$ cat config.mk
export PLATFORM = sky130hd
export DESIGN_NAME = router_wh_xbar
export DESIGN_NICKNAME = d
export VERILOG_FILES = /design/src/rtl/router_wh_xbar.sv
export SDC_FILE = /design/constraint.sdc
export NUM_CORES = 2
export LEC_CHECK = 0
export ABC_AREA = 1
export CAP_MARGIN = 30
export CORE_MARGIN = 4
export CORE_UTILIZATION = 35
export CTS_CLUSTER_SIZE = 16
export DETAILED_ROUTE_END_ITERATION = 10
export GPL_TIMING_DRIVEN = 0
export SLEW_MARGIN = 20
export SYNTH_ARGS = -nofsm -noshare
export SYNTH_HDL_FRONTEND = slang
export SYNTH_SLANG_ARGS = --single-unit
$ cat constraint.sdc
create_clock -name clk -period 7.1 [get_ports clk]
set_input_delay 1.42 -clock clk [delete_from_list [all_inputs] [get_ports clk]]
set_output_delay 1.42 -clock clk [all_outputs]
set_load 0.005 [all_outputs]
$ cat src/rtl/router_wh_xbar.sv
// rtl/router_wh_xbar.sv - wormhole crossbar router with per-input flit FIFOs
//
// Purpose: NUM_PORTS x NUM_PORTS wormhole crossbar. Each input buffers flits in
// a FIFO. Each output arbitrates round-robin among inputs whose head flit targets
// it, then stays locked to the winner until the packet's tail has passed.
// Flit type is the top two bits: 00 head, 01 body, 10 tail, 11 head-tail.
//
// Ports:
//   clk, arst      clock, synchronous active-high reset
//   in_valid_i     per-input flit valid
//   in_ready_o     per-input ready (FIFO not full, low during reset)
//   in_flit_i      per-input flit, FLIT_WIDTH bits each
//   in_dest_i      per-input destination index (head/head-tail flits only)
//   out_valid_o    per-output flit valid
//   out_ready_i    per-output ready
//   out_flit_o     per-output flit, zero while out_valid_o is low
//   stat_flits_o   per-output 16-bit saturating flit count
//                  (only with ROUTER_WH_XBAR_STATS_EN defined)
module router_wh_xbar #(
   parameter int NUM_PORTS  = 5,
   parameter int FLIT_WIDTH = 34,
   parameter int FIFO_DEPTH = 4
) (
   input  logic                                   clk,
   input  logic                                   arst,
   input  logic [NUM_PORTS-1:0]                   in_valid_i,
   output logic [NUM_PORTS-1:0]                   in_ready_o,
   input  logic [NUM_PORTS*FLIT_WIDTH-1:0]        in_flit_i,
   input  logic [NUM_PORTS*$clog2(NUM_PORTS)-1:0] in_dest_i,
   output logic [NUM_PORTS-1:0]                   out_valid_o,
   input  logic [NUM_PORTS-1:0]                   out_ready_i,
   output logic [NUM_PORTS*FLIT_WIDTH-1:0]        out_flit_o
`ifdef ROUTER_WH_XBAR_STATS_EN
   ,
   output logic [NUM_PORTS*16-1:0]                stat_flits_o
`endif
);

   localparam int DW = $clog2(NUM_PORTS);
   localparam int AW = $clog2(FIFO_DEPTH);
   localparam logic [AW:0] FULL_CNT = (AW+1)'(FIFO_DEPTH);
   localparam logic [1:0]  T_HEAD   = 2'b00;

   // input FIFOs
   logic [FLIT_WIDTH-1:0] fifo_flit [NUM_PORTS][FIFO_DEPTH];
   logic [DW-1:0]         fifo_dest [NUM_PORTS][FIFO_DEPTH];
   logic [AW-1:0]         wr_ptr    [NUM_PORTS];
   logic [AW-1:0]         rd_ptr    [NUM_PORTS];
   logic [AW:0]           count     [NUM_PORTS];
   logic [NUM_PORTS-1:0]  drop;

   // output state: locked/owner is the LOCKED(owner) state, otherwise IDLE
   logic [NUM_PORTS-1:0]  locked;
   logic [DW-1:0]         owner     [NUM_PORTS];
   logic [DW-1:0]         rr        [NUM_PORTS];
   // an IDLE grant refused by out_ready_i is held so the offered flit stays stable
   logic [NUM_PORTS-1:0]  hold_v;
   logic [DW-1:0]         hold_idx  [NUM_PORTS];

   logic [NUM_PORTS-1:0]  nonempty, push, pop, discard, in_locked, gnt_v, out_xfer;
   logic [FLIT_WIDTH-1:0] hd_flit   [NUM_PORTS];
   logic [DW-1:0]         hd_dest   [NUM_PORTS];
   logic [1:0]            hd_type   [NUM_PORTS];
   logic [DW-1:0]         gnt_idx   [NUM_PORTS];
   logic [DW-1:0]         sel       [NUM_PORTS];

   // FIFO heads, input handshake and discard decisions
   always_comb begin
      in_locked  = '0;
      in_ready_o = '0;
      push       = '0;
      nonempty   = '0;
      discard    = '0;
      for (int o = 0; o < NUM_PORTS; o++) begin
         if (locked[o]) in_locked[owner[o]] = 1'b1;
      end
      for (int i = 0; i < NUM_PORTS; i++) begin
         nonempty[i]   = (count[i] != '0);
         hd_flit[i]    = fifo_flit[i][rd_ptr[i]];
         hd_dest[i]    = fifo_dest[i][rd_ptr[i]];
         hd_type[i]    = hd_flit[i][FLIT_WIDTH-1 -: 2];
         in_ready_o[i] = (count[i] != FULL_CNT) && !arst;
         push[i]       = in_valid_i[i] && in_ready_o[i];
         // drop mode, orphan body/tail, or head naming a nonexistent output
         discard[i]    = nonempty[i] && !in_locked[i] &&
                         (drop[i] || (hd_type[i][1] != hd_type[i][0]) ||
                          (int'(hd_dest[i]) >= NUM_PORTS));
      end
   end

   // arbitration, output muxing and pop generation
   always_comb begin
      int idx;
      idx         = 0;
      pop         = discard;
      gnt_v       = '0;
      out_valid_o = '0;
      out_xfer    = '0;
      out_flit_o  = '0;
      for (int o = 0; o < NUM_PORTS; o++) begin
         gnt_idx[o] = '0;
         if (hold_v[o]) begin
            gnt_v[o]   = 1'b1;
            gnt_idx[o] = hold_idx[o];
         end else begin
            for (int k = 0; k < NUM_PORTS; k++) begin
               idx = int'(rr[o]) + k;
               if (idx >= NUM_PORTS) idx = idx - NUM_PORTS;
               // head types (00, 11) have equal type bits
               if (!gnt_v[o] && nonempty[idx] && !drop[idx] && !in_locked[idx] &&
                   (hd_type[idx][1] == hd_type[idx][0]) && (hd_dest[idx] == DW'(o))) begin
                  gnt_v[o]   = 1'b1;
                  gnt_idx[o] = DW'(idx);
               end
            end
         end
         sel[o]         = locked[o] ? owner[o] : gnt_idx[o];
         out_valid_o[o] = !arst && (locked[o] ? nonempty[owner[o]] : gnt_v[o]);
         out_flit_o[o*FLIT_WIDTH +: FLIT_WIDTH] = out_valid_o[o] ? hd_flit[sel[o]] : '0;
         out_xfer[o]    = out_valid_o[o] && out_ready_i[o];
         if (out_xfer[o]) pop[sel[o]] = 1'b1;
      end
   end

   always_ff @(posedge clk) begin
      if (arst) begin
         drop   <= '0;
         locked <= '0;
         hold_v <= '0;
         for (int i = 0; i < NUM_PORTS; i++) begin
            wr_ptr[i]   <= '0;
            rd_ptr[i]   <= '0;
            count[i]    <= '0;
            owner[i]    <= '0;
            rr[i]       <= '0;
            hold_idx[i] <= '0;
         end
      end else begin
         for (int i = 0; i < NUM_PORTS; i++) begin
            if (push[i]) begin
               fifo_flit[i][wr_ptr[i]] <= in_flit_i[i*FLIT_WIDTH +: FLIT_WIDTH];
               fifo_dest[i][wr_ptr[i]] <= in_dest_i[i*DW +: DW];
               wr_ptr[i]               <= wr_ptr[i] + 1'b1;
            end
            if (pop[i]) rd_ptr[i] <= rd_ptr[i] + 1'b1;
            if (push[i] && !pop[i])      count[i] <= count[i] + 1'b1;
            else if (!push[i] && pop[i]) count[i] <= count[i] - 1'b1;
            if (discard[i]) begin
               // tail or head-tail ends drop mode; a bad-dest head starts it
               if (drop[i]) begin
                  if (hd_type[i][1]) drop[i] <= 1'b0;
               end else if (hd_type[i] == T_HEAD) begin
                  drop[i] <= 1'b1;
               end
            end
         end
         for (int o = 0; o < NUM_PORTS; o++) begin
            hold_v[o]   <= gnt_v[o] && !locked[o] && !out_ready_i[o];
            hold_idx[o] <= gnt_idx[o];
            if (out_xfer[o]) begin
               if (locked[o]) begin
                  if (hd_type[sel[o]][1]) locked[o] <= 1'b0;
               end else begin
                  rr[o] <= (int'(gnt_idx[o]) == NUM_PORTS-1) ? '0 : gnt_idx[o] + 1'b1;
                  if (hd_type[sel[o]] == T_HEAD) begin
                     locked[o] <= 1'b1;
                     owner[o]  <= sel[o];
                  end
               end
            end
         end
      end
   end

`ifdef ROUTER_WH_XBAR_STATS_EN
   logic [15:0] stat_cnt [NUM_PORTS];

   always_ff @(posedge clk) begin
      for (int o = 0; o < NUM_PORTS; o++) begin
         if (arst) stat_cnt[o] <= '0;
         else if (out_xfer[o] && stat_cnt[o] != 16'hFFFF) stat_cnt[o] <= stat_cnt[o] + 1'b1;
      end
   end

   always_comb begin
      stat_flits_o = '0;
      for (int o = 0; o < NUM_PORTS; o++) stat_flits_o[o*16 +: 16] = stat_cnt[o];
   end
`endif

endmodule

==> summary.md <==
| Metric | Value |
|---|---|
| Sequential fraction of the synthesis area | 0.476 |
| DP HPWL | 190,000 um |
| CTS Buf Count | 86 |
| Critical path type | flip-flop to output port |
| Area of the multi-input gates | 26,800 um^2 |
| Maximum clock path buffer count | 3 |
| Commonest non-fill, non-tap cells in the layout | 1,979 x nand2_1, 805 x edfxtp_1, 414 x a21oi_1, 407 x nand3_1, 379 x inv_1 |
| Via density | 5.83 |
| Core area | 148,000 um^2 |
| Area delta synth->final | 29.9% |
| Final hold vios | 0 |
| Die H | between 300 and 400 um |
| Status | complete, no violations |
| Layout cells sized above 1 | 0.187 |
| Critical Path Sink | out_flit_o[133] |
| Layout Cell Area excl Fill | 67,700 um^2 |
| HP Class | flip-flop to flip-flop |
| Post-Route WL | ~250,000 um |
| Crit path max fanout | 10 |
| Worst EP arrival | 5.62 ns |
| Worst Min Path Start | hold_idx[0][2] |
| Endpoint class of the critical path | output port |
| Final-report setup violation count | 0 |
| Fin. max-slew vios | 0 |
| DRT Pass-1 Iters | 6 |
| Post-layout util | 0.458 |
| Residual DRC | 0 |
| Post-route minimum period | 7.04 ns |
| Clk_lat worst skew | 0.71 ns |
| Worst-margin pin slew | 1.28 ns |
| Most common cell after layout, fill and taps aside | nand2_1 |
| Syn. warnings | 0 |
| Setup crit start kind | flip-flop |
| Worst reg2reg setup slack | ~1.5 ns |
| Gpl congestion | 1.04 |
| Final antenna-violating net count | 0 |
| Cell area after placement | 59,600 um^2 |
| Library cells used by synthesis | 70 |
| Via count | approximately 53,000 |
| Post-synthesis cell count | about 6,300 |
| FF+latch area | roughly 25,000 um^2 |
| # H-tree levels | 3 |
| Tot GR Track Use | 0.311 |
| Synthesized area | around 52,000 um^2 |
| Die X-Extent | 394 um |
| Mean Syn Cell Area | 8.26 um^2 |
| Syn nets | approximately 6,600 |
| Crit. Startpoint | rd_ptr[0][5] |
| Initial Util | 0.352 |
| CTS tree | done |
| Nets | 7,313 |
| Worst-path clk slew | 0.07 ns |
| Reg2Reg Capture Point | count[0][2] |
| Max transition margin | 0.146 |
| Initial DRC count | ~6,400 |
| Initial antenna violation count | 54 |
| Setup Skew | around 0.035 ns |
| Worst Reg-to-Reg Cells | 31 |
| Post-synth EDFFs | 805 |
| Top Ports | 377 |
| Fill cells | 14,300 |
| Setup tns final | 0 ns |
| First-pass GRT wire length | between 300,000 and 400,000 um |
| FF+latch count, synth | 835 |
| Prevailing post-synth register cell | edfxtp_1 |
| Async S/R FF share, synth | 0 |
| Root Driver | clkbuf_16 |
| Pin count of the biggest net entering global routing | 24 |
| Crit path required time | 5.68 ns |
| Reg2Reg Launch Point | rr[0][12] |
| IO Port Bufs | 375 |
| Period utilization | 0.992 |
| Full die area | ~160,000 um^2 |
| Highest clock rate | approximately 140 MHz |
| # rows | 141 |
| DR WL/cell | around 28 um |
| Max-cap check violation count | 0 |
| Congestion Overflow GR | 0 |
| CTS Sinks | 835 |
| Vias in the first global route | between 40,000 and 50,000 |
final cells by class:
cell class                      instances  share of cell area
Inverter                              484              0.0283
Multi-Input combinational cell       4644               0.397
Buffer                                345              0.0368
Sequential cell                       835               0.366
Clock buffer                          102              0.0330
Timing Repair Buffer                  615              0.0926
Antenna cell                           28             0.00104
Tap cell                             1930              0.0357
Clock inverter                         55              0.0100
metrics by stage:
step	instances	hold WS, ns	setup WS, ns
3_5_place_dp	8690	0.485	-1.20
4_1_cts	8903	0.537	-0.00710
2_1_floorplan	6308	0.471	1.76
5_1_grt	9016	0.554	-0.0635
6_report	9038	0.537	0.0581
3_3_place_gp	8613	0.486	-2.35
state kept, by name, summed over array words and instances (netlist names):
register	cells
fifo_flit	680
hold_idx	15
owner	15
count	15
rr	15
fifo_dest	60
hold_v	5
drop	5
wr_ptr	10
rd_ptr	10
locked	5
cell usage after synthesis, types with 25 or more instances:
cell type  count  area share
nand2_2      104       0.012
a21oi_1      470       0.045
buf_6         26      0.0056
a31oi_1       66      0.0079
edfxtp_1     805        0.46
a32oi_1       96       0.016
nor3_1        42      0.0040
nor2_2        25      0.0030
ha_1         101       0.024
buf_4         32      0.0046
o221ai_1      32      0.0054
inv_1        397       0.029
inv_2         77      0.0055
o21ai_0      327       0.031
o22ai_1       67      0.0080
o21ai_1       46      0.0044
a2111oi_0     33      0.0055
dfxtp_1       30       0.012
nand2_1     2039        0.15
nor4_1        34      0.0041
buf_2         63      0.0061
clkbuf_1     192       0.014
nand3_2       39      0.0075
nand4_1       57      0.0068
nor2_1       292       0.021
nand3_1      434       0.042
o21a_1        35      0.0050
o211ai_1      75       0.011
buf_1         35      0.0025
a221oi_1      32      0.0054
routing by layer:
layer  global-route usage  wire, um  share of wire  vias up
met5             0.000308       168        0.00066        -
met2                0.477    111000           0.44     3247
met1                0.400     97500           0.38    25300
li1                     -         -              -    23400
met4                0.188     18500          0.073       24
met3               0.0719     26700           0.11      701
what timing repair did:
action | 4_1_cts | 5_1_grt
cloned | 1 | 6
hold buffers | 0 | 0
pin swaps | 86 | 126
endpoints found under the setup margin | 174 | 171
resized for setup | 649 | 438
setup buffers | 57 | 99
worst min path at each step:
stage	end	slack, ns	cells after the start
finish	hold_idx[0][2]	0.54	2
CTS	hold_idx[0][2]	0.54	2
global route	hold_idx[0][2]	0.55	2
global placement	drop[4]	0.49	2
detailed placement	hold_idx[0][2]	0.49	2
floorplan	hold_idx[0][2]	0.47	2
logic make-up after synthesis:
kind of cell,count (synthesis),synth area share
XOR/XNOR,33,0.00728
flip-flops,835,0.476
adder cells (fa/ha/maj),105,0.0258
buffers and inverters,832,0.0679
AO/OA/AOI/OAI,1352,0.159
AND/OR/NAND/NOR,3151,0.265
worst max-delay path, cell delays in order, from the launching register on:
cell and delay, ns:
edfxtp_1 0.35, buf_2 0.20, inv_2 0.24, nand3_1 0.13, nand2_2 0.24, buf_4 0.37, nand2_1 0.11, nand3_1 0.14
or2_0 0.16, nand3_1 0.15, nand3_4 0.16, o21ai_4 0.10, nor2_4 0.17, nand2_2 0.09, nand3_1 0.11, nand2_1 0.09
nand2_2 0.10, nand3_4 0.10, nand2_4 0.12, inv_6 0.06, buf_8 0.15, buf_6 0.16, o21ai_0 0.15, a21oi_1 0.08
nor4_2 0.41, buf_4 0.24, clkdlybuf4s50_1 0.51
Power is not shown: default switching activity piles up to over one toggle a cycle in this logic, so the estimate is an artifact.
